## src/rtl/mem_access_unit.sv

```systemverilog
// mem_access_unit: load/store unit for port B of the dual-port main memory.
// Converts one byte/half/word request at any byte address into word-aligned
// memory beats with byte enables, lane-shifts store data and extracts plus
// sign/zero-extends load data from the 1-cycle-latency RAM.
// Optional feature macro: MEM_ACCESS_SPLIT_EN
//   defined   -> word-crossing accesses are split into two beats (ACC0, ACC1)
//   undefined -> word-crossing accesses are rejected with rsp_err
module mem_access_unit #(
  parameter int MEM_SIZE = 8192,
  localparam int ADDR_W = $clog2(MEM_SIZE)
) (
  input  logic              clk,
  input  logic              rst_n,
  input  logic              req_valid,
  output logic              req_ready,
  input  logic              req_we,
  input  logic [1:0]        req_size,
  input  logic              req_unsigned,
  input  logic [ADDR_W-1:0] req_addr,
  input  logic [31:0]       req_wdata,
  output logic              rsp_valid,
  output logic [31:0]       rsp_rdata,
  output logic              rsp_err,
  output logic [ADDR_W-1:0] mem_addr,
  output logic [31:0]       mem_wdata,
  output logic [3:0]        mem_data_en,
  output logic              mem_we,
  input  logic [31:0]       mem_rdata
);

`ifdef MEM_ACCESS_SPLIT_EN
  localparam logic SPLIT_EN = 1'b1;
`else
  localparam logic SPLIT_EN = 1'b0;
`endif

  localparam logic [ADDR_W-1:0] WORD_STEP = ADDR_W'(4);

  typedef enum logic [2:0] {S_IDLE, S_ACC0, S_ACC1, S_RSP, S_ERR} state_t;

  // Byte mask of an access before it is moved to its lane.
  function automatic logic [3:0] size_mask(input logic [1:0] size);
    case (size)
      2'd0:    return 4'b0001;
      2'd1:    return 4'b0011;
      2'd2:    return 4'b1111;
      default: return 4'b0000;
    endcase
  endfunction

  // Byte enables across the two words an access may touch.
  function automatic logic [7:0] lane_en(input logic [1:0] size, input logic [1:0] off);
    return {4'b0000, size_mask(size)} << off;
  endfunction

  // Store data moved into lane position across two words.
  function automatic logic [63:0] lane_data(input logic [31:0] d, input logic [1:0] off);
    return {32'h0000_0000, d} << {off, 3'b000};
  endfunction

  state_t              state_q, state_d;
  logic                we_q, uns_q, split_q;
  logic [1:0]          size_q, off_q;
  logic [31:0]         wdata_q, lo_q;
  logic [ADDR_W-1:0]   mem_addr_q, mem_addr_d;
  logic [31:0]         mem_wdata_q, mem_wdata_d;
  logic [3:0]          mem_en_q, mem_en_d;
  logic                mem_we_q, mem_we_d;
  logic                accept_s, cross_s;
  logic [63:0]         rd64_s;
  logic [31:0]         rd_s, ext_s;

  assign accept_s = req_valid && (state_q == S_IDLE);
  assign cross_s  = ((req_size == 2'd2) && (req_addr[1:0] != 2'd0)) ||
                    ((req_size == 2'd1) && (req_addr[1:0] == 2'd3));

  // Next-state logic: accept in IDLE, one or two beats, then a response cycle.
  always_comb begin
    state_d = state_q;
    case (state_q)
      S_IDLE: begin
        if (req_valid) begin
          if ((req_size == 2'd3) || (cross_s && !SPLIT_EN)) state_d = S_ERR;
          else                                              state_d = S_ACC0;
        end else begin
          state_d = S_IDLE;
        end
      end
      S_ACC0:  state_d = split_q ? S_ACC1 : S_RSP;
      S_ACC1:  state_d = S_RSP;
      S_RSP:   state_d = S_IDLE;
      S_ERR:   state_d = S_IDLE;
      default: state_d = S_IDLE;
    endcase
  end

  // Memory port next values: first beat loaded on accept, second beat after ACC0.
  always_comb begin
    mem_addr_d  = mem_addr_q;
    mem_wdata_d = mem_wdata_q;
    mem_en_d    = 4'b0000;
    mem_we_d    = 1'b0;
    if (accept_s && (state_d == S_ACC0)) begin
      mem_addr_d  = {req_addr[ADDR_W-1:2], 2'b00};
      mem_en_d    = lane_en(req_size, req_addr[1:0])[3:0];
      mem_wdata_d = lane_data(req_wdata, req_addr[1:0])[31:0];
      mem_we_d    = req_we;
    end else if ((state_q == S_ACC0) && split_q) begin
      mem_addr_d  = mem_addr_q + WORD_STEP;  // wraps modulo MEM_SIZE
      mem_en_d    = lane_en(size_q, off_q)[7:4];
      mem_wdata_d = lane_data(wdata_q, off_q)[63:32];
      mem_we_d    = we_q;
    end else begin
      mem_en_d    = 4'b0000;
      mem_we_d    = 1'b0;
    end
  end

  // Load data: combine the captured low word with live RAM data, align, extend.
  always_comb begin
    if (split_q) rd64_s = {mem_rdata, lo_q};
    else         rd64_s = {32'h0000_0000, mem_rdata};
    rd_s = rd64_s[{off_q, 3'b000} +: 32];
    case (size_q)
      2'd0:    ext_s = uns_q ? {24'h00_0000, rd_s[7:0]}  : {{24{rd_s[7]}}, rd_s[7:0]};
      2'd1:    ext_s = uns_q ? {16'h0000, rd_s[15:0]}    : {{16{rd_s[15]}}, rd_s[15:0]};
      default: ext_s = rd_s;
    endcase
  end

  // State and memory-port registers.
  always_ff @(posedge clk or negedge rst_n) begin
    if (!rst_n) begin
      state_q     <= S_IDLE;
      mem_addr_q  <= '0;
      mem_wdata_q <= 32'h0000_0000;
      mem_en_q    <= 4'b0000;
      mem_we_q    <= 1'b0;
    end else begin
      state_q     <= state_d;
      mem_addr_q  <= mem_addr_d;
      mem_wdata_q <= mem_wdata_d;
      mem_en_q    <= mem_en_d;
      mem_we_q    <= mem_we_d;
    end
  end

  // Request capture on accept; low read word captured during the second beat.
  always_ff @(posedge clk or negedge rst_n) begin
    if (!rst_n) begin
      we_q    <= 1'b0;
      uns_q   <= 1'b0;
      split_q <= 1'b0;
      size_q  <= 2'd0;
      off_q   <= 2'd0;
      wdata_q <= 32'h0000_0000;
      lo_q    <= 32'h0000_0000;
    end else begin
      if (accept_s) begin
        we_q    <= req_we;
        uns_q   <= req_unsigned;
        split_q <= cross_s && SPLIT_EN;
        size_q  <= req_size;
        off_q   <= req_addr[1:0];
        wdata_q <= req_wdata;
      end
      if (state_q == S_ACC1) lo_q <= mem_rdata;
    end
  end

  assign req_ready   = (state_q == S_IDLE);
  assign rsp_valid   = (state_q == S_RSP) || (state_q == S_ERR);
  assign rsp_err     = (state_q == S_ERR);
  assign rsp_rdata   = ((state_q == S_RSP) && !we_q) ? ext_s : 32'h0000_0000;
  assign mem_addr    = mem_addr_q;
  assign mem_wdata   = mem_wdata_q;
  assign mem_data_en = mem_en_q;
  assign mem_we      = mem_we_q;

endmodule

```

## config.mk

```make
export PLATFORM = sky130hd
export DESIGN_NAME = mem_access_unit
export DESIGN_NICKNAME = d
export VERILOG_FILES = /design/src/rtl/mem_access_unit.sv
export SDC_FILE = /design/constraint.sdc
export NUM_CORES = 1
export LEC_CHECK = 0
export CORE_MARGIN = 2
export CORE_UTILIZATION = 45
export DETAILED_ROUTE_END_ITERATION = 10
export GPL_ROUTABILITY_DRIVEN = 0
export PLACE_DENSITY = 0.88
export SKIP_CTS_REPAIR_TIMING = 1
export SLEW_MARGIN = 25
export SYNTH_ARGS = -nofsm -noshare
export SYNTH_HDL_FRONTEND = slang
export SYNTH_SLANG_ARGS = --single-unit
```

## constraint.sdc

```tcl
create_clock -name clk -period 5.15 [get_ports clk]
set_input_delay 0.515 -clock clk [delete_from_list [all_inputs] [get_ports clk]]
set_output_delay 0.515 -clock clk [all_outputs]
set_load 0.01 [all_outputs]
```

==> flow_summary.toml <==
[detailed_routing]
detailedRoute.firstPassIterationCount = 5
detail_route.wirelength_mm = 10.6
antenna_violating_nets_post_route = 0
remaining_drc_errors = 0
vias_per_instance = 5.43
num_vias = 3383
drt_first_iter_violations = 200
routedWlPerCell_um = 17.0

[global_route]
grt_pass1_vias = 3511
grt_max_degree = 58
global_route.usage.met3_pct = 6.35
grt_pass1_wl_mm = 16.7
grt-ovfl-total = 0
grt_antenna_before_repair = 0
grt.busiest_layer = "met2"
globalRouteMet1Util_pct = 30.1
global_route.usage.total_pct = 24.5
grt_util_met2_pct = 41.7

[cts]
cts-buffers-inserted = 9
cts_root_buffer = "sky130_fd_sc_hd__clkbuf_8"
h-tree-depth = 3
max-clock-path-buffers = 2
tritoncts = "done"
clock_sink_count = 57
clock_transition_at_the_register_clock_pins_on_the_worst_setup_and_hold_paths_after_cts_ns = 0.07
clock_insertion_delay_worst_skew_ns = 0.33

[logic_synthesis]
post_synth_instance_area_mm2 = 0.00353
synthCells = 363
ys_warn_count = 0
synth.lib_cells_used.distinct = 39
synth-seq-cells = 57
mapped_avg_cell_area_um2 = 9.73
ys.flop_type = "sky130_fd_sc_hd__dfrtp_1"
synth.yosys.seq_area_share_pct = 40.4
synth_edf_count = 0
postSynth.asyncResetShare_pct = 100

[finish]
layout-area-overhead-vs-synth_pct = 52.6
layout-drive-gt1-share_pct = 10.7
num-nets-final = 605
final-seq-area_mm2 = 0.00143
nFillCells = 580
final_standard_cell_count_with_taps_included_and_fillers_excluded = 623
antenna-diode-count = 0
multi_input_area_mm2 = 0.00194

[critical_path]
crit_required_ns = 4.64
startpoint_type_of_the_worst_setup_path = "register"
worstSetupPathType = "register to primary output"
critical_path_peak_fanout = 31
cp.arrival_ns = 2.80
endpoint_kind = "primary output"

[timing]
transition_at_the_pin_with_the_smallest_max_transition_slack_ns = 0.969
timing.fmax_mhz = 302
grt_setup_unrepaired = "false"
relSlewSlack_pct = 35.4
skew_ns = 0.00957
timing.final.crit_period_ns = 3.32
hold-worst-slack_ns = 0.312
hold_viol_final = 0
final-max-slew-violation-count = 0
final.period_utilization_pct = 64.4
final.setup.tns_ns = 0
setup_viol = 0

[floorplanning]
fp.dieArea_mm2 = 0.00858
core_region_area_mm2 = 0.00765
ioPinCount = 169
dieWidth_um = 92.6
start_util_pct = 46.2
fp-row-count = 32
vertical_extent_of_the_die_um = 92.6

[power_and_ir_drop]
power_uw = 2510
netSwitchingFraction_pct = 37.3
p_leak_uw = 0.00232
peakVddDrop_uv = 280
p_switching_uw = 937
p_clk_share_pct = 14.8
seq_power_share_pct = 32.3
intPower_uw = 1570
pwr-share-comb_pct = 52.9
power_density_mw_per_mm2 = 465

[worst_hold_path]
min_path_type = "input port to asynchronous set/reset pin"

[run]
maxCapViolations = 0

[placement]
detailedPlacementHpwl_mm = 7.86
port-buffer-count = 166
dp.cells = 607

[run_status]
result_of_the_run = "completed"
-- metrics by stage --
step / utilization [%] / cell area (um2) / setup slack [ns]
after floorplan: - / 3540 / 2.97
after global placement: 68.2 / 5210 / 2.16
after detailed placement: 68.2 / 5210 / 2.08
final: 70.5 / 5390 / 1.83
after global routing: 70.5 / 5390 / 1.62
after CTS: 70.5 / 5390 / 1.86
-- area by class of cell --
| cell class | count | area share (%) |
|---|---|---|
| clock buffer | 9 | 2.30 |
| clock inverter | 7 | 0.998 |
| inverter | 5 | 0.348 |
| multi-input combinational | 271 | 36.1 |
| sequential | 57 | 26.5 |
| tap | 102 | 2.37 |
| timing repair buffer | 172 | 31.5 |
-- cells in the mapped netlist (2+ instances only) --
master	instances	share of area (%)
sky130_fd_sc_hd__or3_1	2	0.35
sky130_fd_sc_hd__mux2_4	16	6.8
sky130_fd_sc_hd__a211oi_1	24	5.1
sky130_fd_sc_hd__buf_4	2	0.42
sky130_fd_sc_hd__a21oi_1	28	4.0
sky130_fd_sc_hd__nor2_1	22	2.3
sky130_fd_sc_hd__and2_1	7	1.2
sky130_fd_sc_hd__nor2b_1	17	3.0
sky130_fd_sc_hd__nand3b_1	2	0.42
sky130_fd_sc_hd__o21ai_0	33	4.7
sky130_fd_sc_hd__mux2_2	11	3.5
sky130_fd_sc_hd__inv_1	5	0.53
sky130_fd_sc_hd__ha_1	5	1.8
sky130_fd_sc_hd__a21o_1	8	1.7
sky130_fd_sc_hd__o31ai_1	8	1.7
sky130_fd_sc_hd__dfrtp_1	57	40
sky130_fd_sc_hd__buf_1	4	0.42
sky130_fd_sc_hd__nor3_1	2	0.28
sky130_fd_sc_hd__nand2_1	36	3.8
sky130_fd_sc_hd__clkbuf_1	16	1.7
sky130_fd_sc_hd__buf_6	2	0.64
sky130_fd_sc_hd__mux2i_1	33	9.3
sky130_fd_sc_hd__buf_2	7	0.99
-- power by group through the flow --
stage / Combinational, uW / Clock (uW) / Sequential (uW)
after floorplan: 638 / 0 / 832
after global placement: 1290 / 0 / 801
after detailed placement: 1330 / 0 / 807
after CTS: 1330 / 381 / 807
after global routing: 1430 / 399 / 833
final: 1330 / 371 / 811
-- layer usage --
layer | vias up | routed length, um
met3 | 16 | 855
met4 | 0 | 191
met5 | - | 0
met1 | 1637 | 4420
met2 | 132 | 5100
li1 | 1598 | -
-- registers in the layout, summed over array words and instances, names as in the netlist --
name and flops:
mem_we 1, size_q 2, we_q 1, uns_q 1, state_q 3, mem_data_en 4, mem_addr 11, mem_wdata 32
off_q 2
-- critical path, stage by stage (launching register included) --
cell and delay, ns:
sky130_fd_sc_hd__dfrtp_1 0.98, sky130_fd_sc_hd__nand3b_1 0.20, sky130_fd_sc_hd__o211ai_1 0.17, sky130_fd_sc_hd__nand4_1 0.33
sky130_fd_sc_hd__o21ai_0 0.21, sky130_fd_sc_hd__clkdlybuf4s50_1 0.57
-- kinds of logic (layout without fill, tap and decap cells) --
group                      after synthesis  count (layout)  synth area share [%]
xor gates and xnor gates                 1               1                 0.248
buffers and inverters                   36             193                  4.71
DFF                                     57              57                  40.4
AOI/OAI and AO/OA                      106             106                  19.1
and+or+nand+nor                         97              97                  14.0
muxes                                   60              60                  19.7
adders and majority gates                5               5                  1.77
other                                    1               2                 0.106
-- worst paths after layout --
| path | start | endpoint | slack, ns | depth (start not counted) |
|---|---|---|---|---|
| max | off_q[1]$_DFFE_PN0P_ | rsp_rdata[17] | 1.83 | 5 |
| min | rst_n | mem_wdata[23]$_DFFE_PN0P_ | 0.31 | 2 |
| max reg2reg | state_q[0]$_DFF_PN0_ | mem_wdata[26]$_DFFE_PN0P_ | 2.90 | 4 |
| min reg2reg | mem_wdata[8]$_DFFE_PN0P_ | mem_wdata[8]$_DFFE_PN0P_ | 0.49 | 2 |
| max in group asynchronous | rst_n | off_q[0]$_DFFE_PN0P_ | 4.34 | 2 |
| min in group clk | mem_wdata[8]$_DFFE_PN0P_ | mem_wdata[8]$_DFFE_PN0P_ | 0.49 | 2 |
-- cells in the final DEF (no fill, tap or decap), types with 11 or more instances in the layout --
master / count
sky130_fd_sc_hd__a21oi_1: 28
sky130_fd_sc_hd__mux2_2: 11
sky130_fd_sc_hd__nor2_1: 22
sky130_fd_sc_hd__mux2_4: 16
sky130_fd_sc_hd__a211oi_1: 24
sky130_fd_sc_hd__clkdlybuf4s50_1: 164
sky130_fd_sc_hd__dfrtp_1: 57
sky130_fd_sc_hd__nor2b_1: 17
sky130_fd_sc_hd__mux2i_1: 33
sky130_fd_sc_hd__o21ai_0: 33
sky130_fd_sc_hd__nand2_1: 36
(Power assumes the default switching activity.)
